--- config.mk ---
export PLATFORM = sky130hd
export DESIGN_NAME = pool_rdsch
export DESIGN_NICKNAME = d
export VERILOG_FILES = /design/src/rtl/pool_rdsch.sv
export SDC_FILE = /design/constraint.sdc
export NUM_CORES = 1
export LEC_CHECK = 0
export CAP_MARGIN = 20
export CORE_ASPECT_RATIO = 1.75
export CORE_MARGIN = 2
export CORE_UTILIZATION = 45
export DETAILED_ROUTE_END_ITERATION = 10
export PLACE_DENSITY = 0.82
export SLEW_MARGIN = 20
export SYNTH_ARGS = -nofsm -noshare
export SYNTH_HDL_FRONTEND = slang
export SYNTH_SLANG_ARGS = --single-unit
--- constraint.sdc ---
create_clock -name clk -period 19.5 [get_ports clk]
set_clock_uncertainty 0.2 [all_clocks]
set_input_delay 3.9 -clock clk [delete_from_list [all_inputs] [get_ports clk]]
set_output_delay 3.9 -clock clk [all_outputs]
set_load 0.01 [all_outputs]
--- src/rtl/pool_rdsch.sv ---
// rtl/pool_rdsch.sv - PEL read scheduler: sweeps PEB psum buffers into a 2-entry
// output FIFO toward pooling, with credit-limited reads.
module pool_rdsch #(
  parameter int NUMPEB     = 16,
  parameter int LENPSUM    = 16,
  parameter int PSUM_WIDTH = 16,
  parameter int DAT_W      = PSUM_WIDTH * LENPSUM,
  localparam int PW        = $clog2(NUMPEB),
  localparam int AW        = $clog2(LENPSUM)
) (
  input  logic             clk,
  input  logic             rst,
  input  logic             CTRLPEB_FnhFrm,
  input  logic [PW:0]      CFG_NumPeb,
  input  logic [AW:0]      CFG_NumAddr,
  output logic [PW-1:0]    POOLPEB_EnRd,
  output logic [AW-1:0]    POOLPEB_AddrRd,
  output logic             POOLPEB_ReqRd,
  input  logic [DAT_W-1:0] PELPOOL_Dat,
  output logic             POOL_Val,
  input  logic             POOL_Rdy,
  output logic [DAT_W-1:0] POOL_Dat,
  output logic [PW-1:0]    POOL_Peb,
  output logic [AW-1:0]    POOL_Addr,
  output logic             POOL_Lst,
  output logic             POOLSCH_Busy,
  output logic             POOLSCH_Drop
);

  typedef enum logic [1:0] {IDLE, READ, DRAIN, DONE} state_t;

  typedef struct packed {
    logic             lst;
    logic [PW-1:0]    peb;
    logic [AW-1:0]    addr;
    logic [DAT_W-1:0] dat;
  } word_t;

  state_t        state;
  logic [PW:0]   numPebQ;
  logic [AW:0]   numAddrQ;
  logic [PW-1:0] pebCnt, lastPeb, pendPeb;
  logic [AW-1:0] addrCnt, lastAddrRd, pendAddr;
  logic          pendVal, pendLst;
  logic [1:0]    occ;
  word_t         head, tail, pushWord;
  logic [2:0]    outstanding;
  logic          popW, issue, lastAddr, lastPeb1;

  // Credit counts the slot freed by this cycle's pop, so Rdy held high sustains one read per cycle.
  assign popW        = POOL_Val && POOL_Rdy;
  assign outstanding = {1'b0, occ} + {2'b0, pendVal} - {2'b0, popW};
  assign issue       = (state == READ) && (outstanding < 3'd2);
  assign lastAddr    = ({1'b0, addrCnt} == numAddrQ - 1'b1);
  assign lastPeb1    = ({1'b0, pebCnt} == numPebQ - 1'b1);

  assign POOLPEB_ReqRd  = issue;
  assign POOLPEB_EnRd   = issue ? pebCnt : lastPeb;
  assign POOLPEB_AddrRd = issue ? addrCnt : lastAddrRd;

  assign POOL_Val  = (occ != 2'd0);
  assign POOL_Dat  = head.dat;
  assign POOL_Peb  = head.peb;
  assign POOL_Addr = head.addr;
  assign POOL_Lst  = head.lst;
  assign pushWord  = {pendLst, pendPeb, pendAddr, PELPOOL_Dat};

  always_ff @(posedge clk or posedge rst) begin
    if (rst) begin
      state        <= IDLE;
      numPebQ      <= '0;
      numAddrQ     <= '0;
      pebCnt       <= '0;
      addrCnt      <= '0;
      lastPeb      <= '0;
      lastAddrRd   <= '0;
      POOLSCH_Busy <= 1'b0;
      POOLSCH_Drop <= 1'b0;
    end else begin
      POOLSCH_Drop <= CTRLPEB_FnhFrm && (state != IDLE);
      case (state)
        IDLE: begin
          if (CTRLPEB_FnhFrm) begin
            if ((CFG_NumPeb != '0) && (CFG_NumAddr != '0)) begin
              numPebQ      <= CFG_NumPeb;
              numAddrQ     <= CFG_NumAddr;
              pebCnt       <= '0;
              addrCnt      <= '0;
              POOLSCH_Busy <= 1'b1;
              state        <= READ;
            end else begin
              state <= DONE;
            end
          end
        end
        READ: begin
          if (issue) begin
            lastPeb    <= pebCnt;
            lastAddrRd <= addrCnt;
            if (lastAddr) begin
              addrCnt <= '0;
              if (lastPeb1) state  <= DRAIN;
              else          pebCnt <= pebCnt + 1'b1;
            end else begin
              addrCnt <= addrCnt + 1'b1;
            end
          end
        end
        DRAIN: if (popW && POOL_Lst) state <= DONE;
        default: begin
          POOLSCH_Busy <= 1'b0;
          state        <= IDLE;
        end
      endcase
    end
  end

  // Tags ride alongside the read so they line up with the data returning next cycle.
  always_ff @(posedge clk or posedge rst) begin
    if (rst) begin
      pendVal  <= 1'b0;
      pendLst  <= 1'b0;
      pendPeb  <= '0;
      pendAddr <= '0;
    end else begin
      pendVal  <= issue;
      pendLst  <= issue && lastAddr && lastPeb1;
      pendPeb  <= pebCnt;
      pendAddr <= addrCnt;
    end
  end

  always_ff @(posedge clk or posedge rst) begin
    if (rst) begin
      occ  <= 2'd0;
      head <= '0;
      tail <= '0;
    end else begin
      case ({pendVal, popW})
        2'b10: begin
          if (occ == 2'd0) head <= pushWord;
          else             tail <= pushWord;
          occ <= occ + 2'd1;
        end
        2'b01: begin
          head <= tail;
          occ  <= occ - 2'd1;
        end
        2'b11: begin
          if (occ == 2'd1) begin
            head <= pushWord;
          end else begin
            head <= tail;
            tail <= pushWord;
          end
        end
        default: ;
      endcase
    end
  end

endmodule

==> flow_metrics.env <==
export IMPL_outcome="finished clean"
export IMPL_grt_overflow=0
export IMPL_setup_viol_count_final=0
export IMPL_final_core_utilization_pct=60.4
export IMPL_fmax_ghz=0.0887
export IMPL_grt_antenna_before_repair=23
export IMPL_detail_route_drc_violations=0
export IMPL_share_of_cells_above_drive_strength_1_pct=9.98
export IMPL_drt_iter0_markers=1258
export IMPL_endpoint_kind="output port"
export IMPL_crit_path_frequent_cell="sky130_fd_sc_hd__clkdlybuf4s50_1"
export IMPL_io_pins=547
export IMPL_synthesis_nets=2226
export IMPL_worst_path_dominant_cell_family="buffers and inverters"
export IMPL_synth_cell_area_sq_mm=0.0234
export IMPL_critical_path_peak_fanout=19
export IMPL_routed_wl_met2_um=32700
export IMPL_topRoutingLayerUsed="met5"
export IMPL_post_drt_via_cell_ratio=5.52
export IMPL_fin_crit_ps=11270
export IMPL_cts_sinks=572
export IMPL_timing_critical_path_arrival_ps=7170
export IMPL_grt_usage_pct=23.4
export IMPL_slew_headroom_pct=22.8
export IMPL_synth_main_ff_cell="sky130_fd_sc_hd__dfrtp_1"
export IMPL_floorplan_initialDensity_pct=45.5
export IMPL_wl_met1_um=23600
export IMPL_cp_cell_sequence="clkdlybuf4s50_1 -> nand2_1 -> nor2_1 -> o21ai_0 -> fa_1 -> xnor2_1 -> nand3_1 -> mux2_2 -> clkdlybuf4s50_1"
export IMPL_y_dimension_of_the_die_um=306
export IMPL_crit_start_category="input port"
export IMPL_clock_transition_at_the_register_clock_pins_on_the_worst_setup_and_hold_paths_after_cts_ps=60
export IMPL_grt_first_pass_wirelength_um=101000
export IMPL_drt_first_pass_iters=5
export IMPL_worstHoldPathType="reg -> reg"
export IMPL_yosys_cell_types_count=45
export IMPL_cts_htree_levels=2
export IMPL_cap_viol_max_count=0
export IMPL_die_width_um=176
export IMPL_timing_setup_tns_ps=0
export IMPL_std_cell_rows=110
export IMPL_finalMaxSlewViolations=0
export IMPL_synthArstFlopShare_pct=100
export IMPL_post_dp_cell_area_sq_mm=0.0293
export IMPL_post_route_cell_area_sq_mm=0.0311
export IMPL_design_core_area_sq_mm=0.0515
export IMPL_postSynthRegisterBits=572
export IMPL_cts_setup_buffers=0
export IMPL_layout_worst_path_cycle_share_pct=57.8
export IMPL_gp_routability_congestion=0.843
export IMPL_avgSynthCellArea_sq_um=12.1
export IMPL_placement_io_buffers=546
export IMPL_critPathBufInv=2
export IMPL_num_vias=17400
export IMPL_insertion_delay_ps=570
export IMPL_cts_buffers_inserted=52
export IMPL_mostFrequentLayoutCells="sky130_fd_sc_hd__dfrtp_1, sky130_fd_sc_hd__clkdlybuf4s50_1, sky130_fd_sc_hd__nand2_1"
export IMPL_tritoncts_clock_tree="done"
export IMPL_post_cts_resize_count=0
export IMPL_hpwlAfterDp_um=43000
export IMPL_cts_buffer_depth=3
export IMPL_critical_path_max_stage_delay_ps=680
export IMPL_number_of_warnings_printed_during_yosys_synthesis=0
export IMPL_cellLeakagePower_nw=13.1
export IMPL_cts_root_buf="sky130_fd_sc_hd__clkbuf_16"
export IMPL_grt_pass1_vias=18200
export IMPL_yosysSeqAreaShare_pct=61.1
export IMPL_design_die_area_sq_mm=0.0540
export IMPL_postSynthCellCount=1943
export IMPL_critical_path_slowest_cell="sky130_fd_sc_hd__nand3_1"
export IMPL_finalHoldViolations=0
export IMPL_routed_wl_met3_um=4370
export IMPL_setup_worst_path_class="in -> out"
export IMPL_pwr_density_cell_mw_per_mm2=175
export IMPL_tightest_slew_ps=1160
export IMPL_rsz0062_at_grt="no"
export IMPL_post_cts_hold_buffer_count=0
export IMPL_largest_net_degree_at_the_start_of_global_routing=228
export IMPL_synth_edff_count=0
export IMPL_finish_net_count=2699
export IMPL_synth_to_final_area_change_pct=32.9
export IMPL_totalWireLength_um=64200
export IMPL_power_ir_vdd_worst_mv=0.154
export IMPL_cp_data_required_time_ps=15400
export IMPL_ant_nets=0
export IMPL_mostFrequentLayoutCell="sky130_fd_sc_hd__dfrtp_1"
export IMPL_wire_per_inst_um=20.4
-- kinds of logic (layout without fill, tap and decap cells) --
family | after synthesis | count (layout) | synth area share [%]
fa+ha+maj | 13 | 13 | 0.727
flops | 572 | 572 | 61.1
xor+xnor | 15 | 15 | 0.561
compound gates | 564 | 564 | 15.2
simple gates | 325 | 325 | 5.53
buf+inv | 168 | 681 | 3.14
other cells | 0 | 22 | 0
mux | 286 | 286 | 13.8
-- Yosys cell counts, drive strengths merged, types with 2 or more instances --
| cell type | number | share of area [%] |
|---|---|---|
| dfrtp | 572 | 61 |
| nand2 | 288 | 4.6 |
| mux2 | 286 | 14 |
| o21ai | 280 | 6.0 |
| a22oi | 265 | 8.5 |
| buf | 89 | 1.9 |
| clkbuf | 60 | 0.96 |
| inv | 19 | 0.30 |
| nor2 | 15 | 0.25 |
| ha | 12 | 0.64 |
| xnor2 | 11 | 0.41 |
| a21oi | 6 | 0.16 |
| nor3 | 6 | 0.13 |
| xor2 | 4 | 0.15 |
| nand3 | 3 | 0.064 |
| o31ai | 3 | 0.096 |
| nand3b | 2 | 0.064 |
| nand4 | 2 | 0.080 |
| o22ai | 2 | 0.080 |
| or2 | 2 | 0.053 |
| or4 | 2 | 0.064 |
-- cell type report --
class,instances,area [sq um]
Fill cell,3967,20400
Sequential cell,572,14300
Multi-Input combinational cell,1203,8400
Timing Repair Buffer,568,5680
Clock buffer,71,1490
Tap cell,672,841
Clock inverter,23,270
Inverter,19,75.1
Antenna cell,22,55.1
-- worst register-to-register path: cells and delay by family, from the launching register on --
family | cells | cell delay, ps
flip-flops | 1 | 440
buffers and inverters | 5 | 1960
adder cells (fa/ha/maj) | 1 | 280
AO/OA/AOI/OAI | 2 | 540
AND/OR/NAND/NOR | 4 | 670
-- worst paths after layout --
kind / startpoint / end / slack [ps] / cells after the start
max: POOL_Rdy / POOLPEB_EnRd[2] / 8230 / 9
min: POOL_Peb[1] / POOL_Peb[1] / 280 / 2
max reg2reg: occ[1] / POOL_Dat[108] / 15300 / 12
min reg2reg: POOL_Peb[1] / POOL_Peb[1] / 280 / 2
max in group asynchronous: rst / POOL_Dat[167] / 12430 / 5
min in group asynchronous: rst / tail[32] / 3580 / 2
-- sequential cells by signal (all words and copies together) (netlist names), 2 cells and up --
| register | flops |
|---|---|
| POOL_Dat | 256 |
| POOL_Peb | 4 |
| numAddrQ | 5 |
| pebCnt | 4 |
| occ | 2 |
| addrCnt | 4 |
| lastPeb | 4 |
| POOL_Addr | 4 |
| pendAddr | 4 |
| lastAddrRd | 4 |
| pendPeb | 4 |
| tail | 265 |
| numPebQ | 5 |
| state | 2 |
-- metrics by stage --
step | hold slack, ps | setup slack [ps] | total power [mW] | cells
after floorplan | 239 | 7610 | 3.42 | 1943
after global placement | 261 | 8240 | 4.29 | 3033
after detailed placement | 274 | 8220 | 4.41 | 3033
after CTS | 289 | 8220 | 5.49 | 3127
after global routing | 294 | 7970 | 5.79 | 3150
final | 281 | 8230 | 5.45 | 3150
-- metal layers --
layer	vias up	track usage, %
met2	632	39.6
met1	8645	27.2
met4	2	13.3
met3	179	5.25
li1	7921	-
met5	-	0
-- power breakdown --
group | switching [mW] | internal [mW] | leakage [nW]
Clock | 0.451 | 0.601 | 0.862
Sequential | 0.323 | 1.76 | 6.94
Combinational | 1.19 | 1.14 | 5.29
Power figures use the tool's default switching activity.
==> edit 1 (same flow settings) <==
`PSUM_WIDTH`: 16 -> 18.
--- a/src/rtl/pool_rdsch.sv
+++ b/src/rtl/pool_rdsch.sv
@@ -5,3 +5,3 @@
   parameter int LENPSUM    = 16,
-  parameter int PSUM_WIDTH = 16,
+  parameter int PSUM_WIDTH = 18,
   parameter int DAT_W      = PSUM_WIDTH * LENPSUM,
Ports: changed (resized PELPOOL_Dat and POOL_Dat); port bits go from 547 to 611. The function was not compared with the original's and may differ.
==> edit 1 against the unedited design <==
Design area up 11%; sequential cell count up 64; area after synthesis up 12%; worst setup slack worse by 0.091 ns; wire length up 13%; power up 12%; synthesized cell count up 11%; critical path type unchanged; critical endpoint is now POOLPEB_AddrRd[2]; largest power group unchanged; highest routed layer unchanged.
==> edit 1: results <==
export IMPL_nFillCells=4403
export IMPL_endpoint="POOLPEB_AddrRd[2]"
export IMPL_dp_hpwl_um=48950
export IMPL_ir_drop_mv=0.1700
export IMPL_cts_sinks=636
export IMPL_arrival_ns=7.26
export IMPL_grt_pass1_vias=19860
export IMPL_synth_area_top_cells="dfrtp_1, mux2_2, a22oi_1"
export IMPL_vias=19270
export IMPL_drt_iter0_markers=1175
export IMPL_place_congestion=0.8568
export IMPL_largest_reg_flops=297
export IMPL_reg2reg_depth=11
export IMPL_yosysUniqueCellTypes=49
export IMPL_outcome="completed"
export IMPL_regToRegEndpoint="POOL_Dat[132]"
export IMPL_drive_gt1_share_pct=16.66
export IMPL_insertion_delay_ns=0.59
export IMPL_syn_nets=2466
export IMPL_grt_pass1_wl_um=109700
export IMPL_track_usage_pct=23.22
export IMPL_avgSynthCellArea_um2=12.15
export IMPL_grt_start_max_net_pins=262
export IMPL_yosysSeqAreaShare_pct=60.89
export IMPL_min_to="POOL_Dat[23]"
export IMPL_worstHoldStart="POOL_Dat[23]"
export IMPL_instances_no_fill=3507
==> edit 1: report_power, final <==
group / switching [mW] / leakage [nW] / total [mW] / internal (mW)
sequential: 0.360 / 7.71 / 2.32 / 1.96
clock: 0.504 / 0.950 / 1.16 / 0.658
combinational: 1.32 / 5.78 / 2.63 / 1.30
==> edit 1: critical path, delay by kind of cell <==
kind | cells | cell delay, ns
adder cells (fa/ha/maj) | 1 | 0.41
XOR/XNOR | 1 | 0.24
AO/OA/AOI/OAI | 2 | 0.67
AND/OR/NAND/NOR | 3 | 0.91
buffers and inverters | 2 | 1.13
==> edit 1: layout make-up <==
class / count / share of cell area, %
well taps: 767 / 2.777
multi-input cells: 1331 / 26.86
flip-flops and latches: 636 / 46.06
clock buffers: 73 / 4.711
clock inverters: 30 / 0.9379
diodes: 21 / 0.1521
repair buffers: 630 / 18.27
inverters: 19 / 0.2317
==> edit 1: metal layers <==
layer	up-vias	track usage, %	routed length [um]
met5	-	0	55
met4	8	15.00	4547
met3	211	5.776	5154
met2	716	39.41	36550
met1	9571	25.78	26140
li1	8768	-	-
==> edit 1: metrics by stage <==
stage                     area (um2)  setup WS, ns  power [mW]  hold slack, ns
final                          34550         8.138       6.107          0.2770
after global routing           34550         7.876       6.458          0.3047
after CTS                      34490         8.105       6.139          0.2850
after detailed placement       32540         8.201       4.956          0.2698
after global placement         32540         8.145       4.814          0.2585
after floorplan                26140         6.713       3.869          0.2387
==> edit 1: cell families (layout without fill, tap and decap cells) <==
group | after synthesis | in the layout | share of synthesized area, %
fa+ha+maj | 13 | 13 | 0.6510
simple gates | 357 | 357 | 5.438
compound gates | 628 | 628 | 15.16
buf+inv | 184 | 752 | 3.657
mux | 318 | 318 | 13.70
flops | 636 | 636 | 60.89
xor+xnor | 15 | 15 | 0.5026
other cells | 0 | 21 | 0
==> edit 2 (same flow settings) <==
Without the edit above. Take the reset off `pendAddr` and load it in a clocked block of its own.
--- a/src/rtl/pool_rdsch.sv
+++ b/src/rtl/pool_rdsch.sv
@@ -123,3 +123,2 @@
       pendPeb  <= '0;
-      pendAddr <= '0;
     end else begin
@@ -128,4 +127,7 @@
       pendPeb  <= pebCnt;
-      pendAddr <= addrCnt;
     end
+  end
+
+  always_ff @(posedge clk) begin
+    pendAddr <= addrCnt;
   end
Function: no difference found for any inputs over 4 cycles, from zero or initial values and one cycle with rst high; that may be too few to reach the edited logic, so the function may still have changed.
==> edit 2 against the unedited design <==
Area after synthesis grew 0.68%; power shrank 0.22%; design area grew 0.39%; register-to-register slack lost 0.19 ns; worst setup slack lost 0.14 ns; sequential cell count is the same; worst hold slack lost 0.0038 ns; critical path depth is the same; fmax shrank 1.3%; synthesized cell count shrank 0.15%; critical path type unchanged; wire length grew 0.51%.
==> edit 2: results <==
export IMPL_outcome="completed"
export IMPL_arrival_ns=7.31
export IMPL_instances_no_fill=3145
export IMPL_yosysSeqAreaShare_pct=60.62
export IMPL_cts_resized=0
export IMPL_synth_area_top_cells="dfrtp_1, mux2_2, a22oi_1"
export IMPL_path_clk_slew_ns=0.06
export IMPL_dr_pass1_iters=5
export IMPL_antenna_found_initial=17
export IMPL_synthCells=1940
export IMPL_clockBufferDepth=3
export IMPL_track_usage_pct=23.25
export IMPL_ir_drop_mv=0.1343
export IMPL_synth_xor_area_share_pct=0.4829
export IMPL_largest_reg_flops=265
export IMPL_root_buffer="clkbuf_16"
export IMPL_numCtsBuffers=51
export IMPL_place_inst=3033
export IMPL_vias=17480
export IMPL_synth_compound_area_share_pct=15.33
export IMPL_drt_iter0_markers=1191
export IMPL_postCtsSetupBuffers=0
export IMPL_overflow=0
export IMPL_drive_gt1_share_pct=17.23
export IMPL_startpoint="POOL_Rdy"
export IMPL_final_net_count=2693
export IMPL_path_max_fanout=21
export IMPL_ys_async_sr_fraction_pct=99.30
export IMPL_synthAdderAreaFrac_pct=0.7217
export IMPL_syn_nets=2223
export IMPL_synth_commonest_cells="dfrtp_1, mux2_2, nand2_1"
export IMPL_grt_pass1_wl_um=100500
export IMPL_synth_area_mux_share_pct=14.05
export IMPL_cp_slowest_stage_delay_ns=0.85
export IMPL_r2r_start="occ[0]"
export IMPL_grt_start_max_net_pins=193
export IMPL_nFillCells=4069
export IMPL_yosysUniqueCellTypes=55
export IMPL_top_register="tail"
export IMPL_grt_pass1_vias=18510
export IMPL_dp_hpwl_um=43530
export IMPL_min_path_type="flop to flop"
export IMPL_portBuffers=546
export IMPL_max_slew_margin_pct=27.14
export IMPL_worstHoldStart="POOL_Dat[125]"
export IMPL_place_congestion=0.8624
export IMPL_leakagePower_nw=13.04
export IMPL_routedWlPerCell_um=20.51
export IMPL_cpLargestDelayFamily="simple AND/OR/NAND/NOR gates"
export IMPL_crit_path_top_delay_cell="and3_1"
export IMPL_insertion_delay_ns=0.58
export IMPL_cts_max_level=2
export IMPL_setup_viol=0
export IMPL_netlist_area_mm2=0.02358
export IMPL_synth_warnings=0
edit 2: cell families after synthesis:
kind of cell / after synthesis
compound gates: 562
flops: 572
xor+xnor: 13
buf+inv: 168
mux: 294
simple gates: 318
fa+ha+maj: 13
edit 2: per-stage QoR:
stage / cell area [um2] / setup slack, ns
global route: 31230 / 7.886
CTS: 31130 / 8.082
global placement: 29380 / 8.261
detailed placement: 29380 / 8.179
finish: 31240 / 8.086
floorplan: 23580 / 7.664
edit 2: final timing paths:
path	endpoint	slack (ns)	depth (start not counted)
worst min-delay path	POOL_Dat[125]	0.28	2
worst max register to register	POOL_Dat[152]	15.11	12
worst min register to register	POOL_Dat[125]	0.28	2
min in group asynchronous	tail[72]	3.58	2
max in group asynchronous	POOL_Dat[175]	12.07	6
worst max-delay path	POOLPEB_AddrRd[0]	8.09	9
edit 2: final cells by class:
type / instances / area [um2] / area share (%)
well taps: 678 / 848.3 / 2.716
multi-input cells: 1200 / 8536 / 27.33
flip-flops and latches: 572 / 14290 / 45.76
clock buffers: 76 / 1573 / 5.035
diodes: 18 / 45.04 / 0.1442
clock inverters: 16 / 183.9 / 0.5888
inverters: 16 / 63.81 / 0.2043
repair buffers: 569 / 5694 / 18.23
edit 2: report_power, final:
part	switching, mW	internal [mW]	total, mW
Sequential	0.326	1.75	2.08
Clock	0.439	0.609	1.05
Combinational	1.16	1.16	2.31
edit 2: metal layers:
layer  part of all wire, %  routed length (um)  track usage (%)
met5                 0.020                  13                0
met4                   6.2                3973            14.80
met3                   6.9                4441            5.057
met2                    51               33210            40.01
met1                    35               22860            25.81
edit 2: tightest hold or removal path: stages (launching register included):
cell     delay, ns
dfrtp_1       0.34
nand2_1       0.04
o21ai_0       0.06
